File: src/rtl/block_ram_dual_be.sv
// block_ram_dual_be: true dual-port RAM with byte enables, selectable read-during-write,
// optional output register and a post-reset clear engine.
module block_ram_dual_be #(
    parameter int ADDR_WIDTH = 4,
    parameter int DATA_WIDTH = 32,
    parameter int RDW_MODE = 0,
    parameter int OUT_REG = 0,
    parameter int CLEAR_ON_RESET = 1,
    parameter logic [DATA_WIDTH-1:0] CLEAR_VALUE = '0,
    parameter INIT_FILE = "UNUSED"
) (
    input  logic                    CLK,
    input  logic                    RESET,
    input  logic [DATA_WIDTH-1:0]   DI_A,
    input  logic [ADDR_WIDTH-1:0]   ADDR_A,
    input  logic [DATA_WIDTH/8-1:0] BE_A,
    output logic [DATA_WIDTH-1:0]   DO_A,
    input  logic [DATA_WIDTH-1:0]   DI_B,
    input  logic [ADDR_WIDTH-1:0]   ADDR_B,
    input  logic [DATA_WIDTH/8-1:0] BE_B,
    output logic [DATA_WIDTH-1:0]   DO_B,
    output logic                    BUSY
);
    localparam int NB = DATA_WIDTH / 8;
    localparam int DEPTH = 2 ** ADDR_WIDTH;
    localparam logic [ADDR_WIDTH-1:0] LAST = '1;

    typedef enum logic {S_IDLE, S_CLEAR} state_t;

    state_t                  r_state, w_next;
    logic [ADDR_WIDTH-1:0]   r_cnt;
    logic [DATA_WIDTH-1:0]   r_mem [DEPTH];
    logic [DATA_WIDTH-1:0]   r_do_a, r_do_b, r_pipe_a, r_pipe_b;
    logic [DATA_WIDTH-1:0]   w_old_a, w_old_b, w_own_a, w_own_b, w_wr_a;
    logic                    w_busy;

    function automatic logic [DATA_WIDTH-1:0] f_merge(input logic [DATA_WIDTH-1:0] old_w,
                                                      input logic [DATA_WIDTH-1:0] new_w,
                                                      input logic [NB-1:0] be);
        logic [DATA_WIDTH-1:0] res;
        res = old_w;
        for (int i = 0; i < NB; i++)
            if (be[i]) res[8*i +: 8] = new_w[8*i +: 8];
        return res;
    endfunction

    assign w_busy  = RESET | (r_state == S_CLEAR);
    assign BUSY    = w_busy;
    assign w_old_a = r_mem[ADDR_A];
    assign w_old_b = r_mem[ADDR_B];
    assign w_own_a = f_merge(w_old_a, DI_A, BE_A);
    assign w_own_b = f_merge(w_old_b, DI_B, BE_B);
    // On a shared address, A's word is built on top of B's so A wins its enabled lanes.
    assign w_wr_a  = f_merge(ADDR_A == ADDR_B ? w_own_b : w_old_a, DI_A, BE_A);
    assign DO_A    = OUT_REG != 0 ? r_pipe_a : r_do_a;
    assign DO_B    = OUT_REG != 0 ? r_pipe_b : r_do_b;

    always_comb begin
        w_next = r_state;
        if (RESET)
            w_next = CLEAR_ON_RESET != 0 ? S_CLEAR : S_IDLE;
        else if (r_state == S_CLEAR && r_cnt == LAST)
            w_next = S_IDLE;
    end

    always_ff @(posedge CLK) begin
        r_state <= w_next;
        if (RESET)
            r_cnt <= '0;
        else if (r_state == S_CLEAR)
            r_cnt <= r_cnt + 1'b1;
    end

    always_ff @(posedge CLK) begin
        if (!RESET) begin
            if (r_state == S_CLEAR)
                r_mem[r_cnt] <= CLEAR_VALUE;
            else begin
                if (|BE_B) r_mem[ADDR_B] <= w_own_b;
                if (|BE_A) r_mem[ADDR_A] <= w_wr_a;
            end
        end
    end

    always_ff @(posedge CLK) begin
        if (RESET) begin
            r_do_a   <= '0;
            r_do_b   <= '0;
            r_pipe_a <= '0;
            r_pipe_b <= '0;
        end else if (!w_busy) begin
            r_do_a   <= RDW_MODE != 0 ? w_old_a : w_own_a;
            r_do_b   <= RDW_MODE != 0 ? w_old_b : w_own_b;
            r_pipe_a <= r_do_a;
            r_pipe_b <= r_do_b;
        end
    end
endmodule

File: config.mk
export PLATFORM = sky130hd
export DESIGN_NAME = block_ram_dual_be
export DESIGN_NICKNAME = d
export VERILOG_FILES = /design/src/rtl/block_ram_dual_be.sv
export SDC_FILE = /design/constraint.sdc
export NUM_CORES = 1
export LEC_CHECK = 0
export BUFFER_PORTS_ARGS = -buffer_cell sky130_fd_sc_hd__buf_2
export CAP_MARGIN = 20
export CORE_UTILIZATION = 35
export DETAILED_ROUTE_END_ITERATION = 16
export PLACE_DENSITY_LB_ADDON = 0.08
export RECOVER_POWER = 25
export SLEW_MARGIN = 40
export SYNTH_ARGS = -nofsm -noshare
export SYNTH_HDL_FRONTEND = slang
export SYNTH_SLANG_ARGS = --single-unit
File: constraint.sdc
create_clock -name CLK -period 7.1 [get_ports CLK]
set_input_delay 1.42 -clock CLK [delete_from_list [all_inputs] [get_ports CLK]]
set_output_delay 1.42 -clock CLK [all_outputs]
set_load 0.005 [all_outputs]
Word-level counts from Yosys, hierarchy flattened. Memories as Yosys holds them, arrays and structs flattened. Cells that the tools add are included.

Add/sub/neg operators: 1. Eq/ne operators: 2. Muxes and demuxes: 27. Bitwise operators: 1. Reduce and logical (&&, ||, !) cells: 4.

Operator list (number): 8-bit 2-to-1 mux (12); 32-bit 2-to-1 mux (2); 32-bit OR reduction (1); 1-bit 2-to-1 mux (12); 4-bit OR reduction (2); 4-bit by 1-bit adder with 4-bit output, second input constant (1); 4-bit equality test (1); 4-bit equality test, second input constant (1); 4-bit 2-to-1 mux (1); 1-bit logical AND (1); 1-bit OR (1).

Register bits after elaboration: 69. Memory bits (writable): 512. Logic and storage cells: 40. Memories: 1.

Memory list: r_mem (depth 16, width 32, read ports 2, clocked after memory_dff 0, wr ports 2, RTL line 32) `logic [DATA_WIDTH-1:0] r_mem [DEPTH];`.

Logic depth before layout (Yosys ltp).
Depth in word-level cells: 7. Mapped depth: 11.

Least setup slack after synthesis. OpenSTA, ideal clock, no wires.

Path kind: input to register. Start: in BE_B[0]. End: mem r_mem[11][0], enable pin. Setup time: 433 ps. Arrival: 4310 ps. Data required time: 6667 ps. Setup slack: 2357 ps. Stages: 6. Path buffers: 1. Path through: clkbuf_1 > nor4_1 > nand2b_1 > and3_1 > a31oi_1 > o22ai_1.

RTL lines: start, declared (RTL line 20) `input logic [DATA_WIDTH/8-1:0] BE_B,`; end, declared (RTL line 32).

==> reports/results.ini <==
[floorplanning]
fp.dieH_um=314
die_area_um2=98300
coreArea_um2=95600
std_cell_rows=113
die_w_um=314
num_io_pins=147
initial_core_util_pct=35.5

[global_routing]
grt_pass1_vias=25700
grt_max_degree=67
grt_pass1_wl_um=196000
antenna_found_initial=2
grt_use_total_pct=28.1
grt_overflow_total=0

[power_and_ir_drop]
clkPwrFrac_pct=44.5
p_int_uw=6080
leakage_uw=0.0135
ir_drop_mv=0.154
power.density_nw_per_um2=214
switchingPower_uw=2160
p_sw_share_pct=26.3
power_frac_comb_pct=10.2
p_seq_share_pct=45.3
total_power_uw=8240

[synth]
syn_area_um2=34000
yosysTopAreaCellShare_pct=45.3
synth_top_cell_by_area=edfxtp_1
yosysMostFrequentCell=a21oi_1
syn-num-nets=3193
avgSynthCellArea_um2=10.9
synth_cell_types=57
ys_ff_latch=581
seq_area_frac_synth_pct=49.3
synth_edf_count=512
synthTopCellsByCount=a21oi_1, nor2_1, edfxtp_1
synth_ff_type=edfxtp_1
async_flop_share_pct=0
synth_cells=3110
yosysWarnings=0
synth_area_leaders=edfxtp_1, mux2i_1, a21oi_1, mux4_2, nor2_1

[route]
num_vias=27000
first_iter_violations=3435
ant_nets=0
wire_per_inst_um=31.5
drc=0
vias_per_cell=6.11
routed_wirelength_um=140000
dr.pass1.iters=6

[cts]
clkTransAtPathRegs_ns=0.06
numCtsBuffers=73
clock_latency_ns=0.65
post-cts-setup-buffer-count=0
holdBufCountCts=0
cts_max_level=3
cts_tree=done
cts_root_buf=clkbuf_16
cts_buffer_depth=3
clock-sinks=581
cts.repair.resized=0

[setup_path]
critPathSlowestCell=nor2_1
crit_family=simple AND/OR/NAND/NOR gates
cp-end-kind=register
cp_data_arrival_time_ns=6.05
cp_cell_sequence=buf_4 -> nor2_1 -> inv_1 -> nor2_1 -> buf_4 -> nor3b_1 -> a31oi_1 -> o22ai_4 -> clkbuf_1
r2r_cells=8
worstSetupPathType=input port to register
slowest_delay_ns=1.15
path_buf_inv=4
crit_fanout=15
cp-start-kind=input port
required_ns=7.40
cp.depth=9

[timing]
relSlewSlack_pct=-140
hold_violations=0
fin_setup_tns_ns=0
rsz0062_at_grt=false
skew_ns=0.0238
tightest_slew_ns=3.60
fin_crit_ns=5.75
fmax_mhz=174
min_period_over_period_pct=81.0
setup_violations=0
slew_viol_final=117

[cells_and_area]
final_layout_size_suffix_gt1_share_pct=17.8
final_cell_count_no_fill=4424
fin_util_pct=40.3
area_delta_synth_final_pct=13.4
multiInputGateArea_um2=16200
antenna_cells=0
nets=3182
ff_latch_area_um2=16800
fillers=9151

[status]
violations=max-capacitance violations, max-slew violations
status=finished, violations left

[placed_design]
portBuffers=146
dp_hpwl_um=80800
place.gp.congestion=0.840
place_inst=4286

[hold_path]
hp-class=register to register
min_delay_path_depth=2

[run]
drv_cap=3

## routing by layer
metal  wire (um)  track usage, %  part of all wire (%)
met2       63000            43.9                    45
met3       12700            5.03                   9.1
met5           0               0                     0
met1       59000            39.1                    42
met4        4950            9.97                   3.5
## layout make-up
cell class	instances	share of cell area [%]
timing repair buffer	235	4.43
sequential	581	43.5
clock inverter	37	0.711
inverter	6	0.0585
clock buffer	98	5.25
tap	1265	4.11
multi-input combinational	2202	41.9
## layout by cell type (no fill, tap or decap), types with 28 or more instances in the layout
cell       Yosys  final
nor2_1       612    605
mux4_2       128    128
a22oi_1      128    128
nor3_4         0     28
dfxtp_1       69     68
edfxtp_1     512    512
nand2_1       38     38
nand2b_1      39     37
clkbuf_1     135     58
nor4b_1       53     53
buf_4         38     54
mux2i_1      321    321
clkbuf_16      0     75
buf_2        102    104
o21ai_0       64     64
a21oi_1      631    631
## path summary, 6_finish.rpt
kind                         start                      end  slack, ns
max                          RESET  r_mem[13][30]$_DFFE_PP_       1.35
min          DO_B[23]$_SDFFE_PP0N_    DO_B[23]$_SDFFE_PP0N_       0.49
max reg2reg   r_state$_SDFFE_PP1P_  r_mem[13][30]$_DFFE_PP_       1.66
min reg2reg  DO_B[23]$_SDFFE_PP0N_    DO_B[23]$_SDFFE_PP0N_       0.49
## power groups by stage
| stage | combinational (uW) | sequential (uW) | clock, uW |
|---|---|---|---|
| floorplan | 550 | 3790 | 0 |
| global placement | 791 | 3800 | 0 |
| detailed placement | 826 | 3800 | 0 |
| CTS | 828 | 3730 | 3720 |
| global route | 878 | 3730 | 3850 |
| finish | 839 | 3730 | 3670 |
## flip-flops by register name, summed over array words and instances, names as in the netlist
| signal | cells |
|---|---|
| DO_B | 32 |
| r_cnt | 4 |
| r_state | 1 |
| DO_A | 32 |
| r_mem | 512 |
## stage by stage
step	hold WS, ns	worst slack, ns	instance area (um2)
2_1_floorplan	0.475	2.36	34000
3_3_place_gp	0.464	1.99	35800
3_5_place_dp	0.466	2.01	36300
4_1_cts	0.492	2.69	38600
5_1_grt	0.507	1.39	38500
6_report	0.486	1.35	38500
## kinds of logic after synthesis
family / after synthesis / synth area share [%]
and+or+nand+nor: 830 / 11.6
buffers and inverters: 327 / 5.02
adders and majority gates: 1 / 0.0368
muxes: 481 / 19.0
DFF: 581 / 49.3
AOI/OAI and AO/OA: 883 / 14.9
xor gates and xnor gates: 7 / 0.181
## worst reg2reg max path: stages (launching register included)
cell	delay, ns
dfxtp_4	0.53
nor2_1	1.03
inv_1	0.26
nor2_1	1.15
buf_4	0.49
nor3b_1	0.09
a31oi_1	0.77
o22ai_4	0.37
clkbuf_1	0.40
Note: power is estimated with default switching activity, not from simulation.
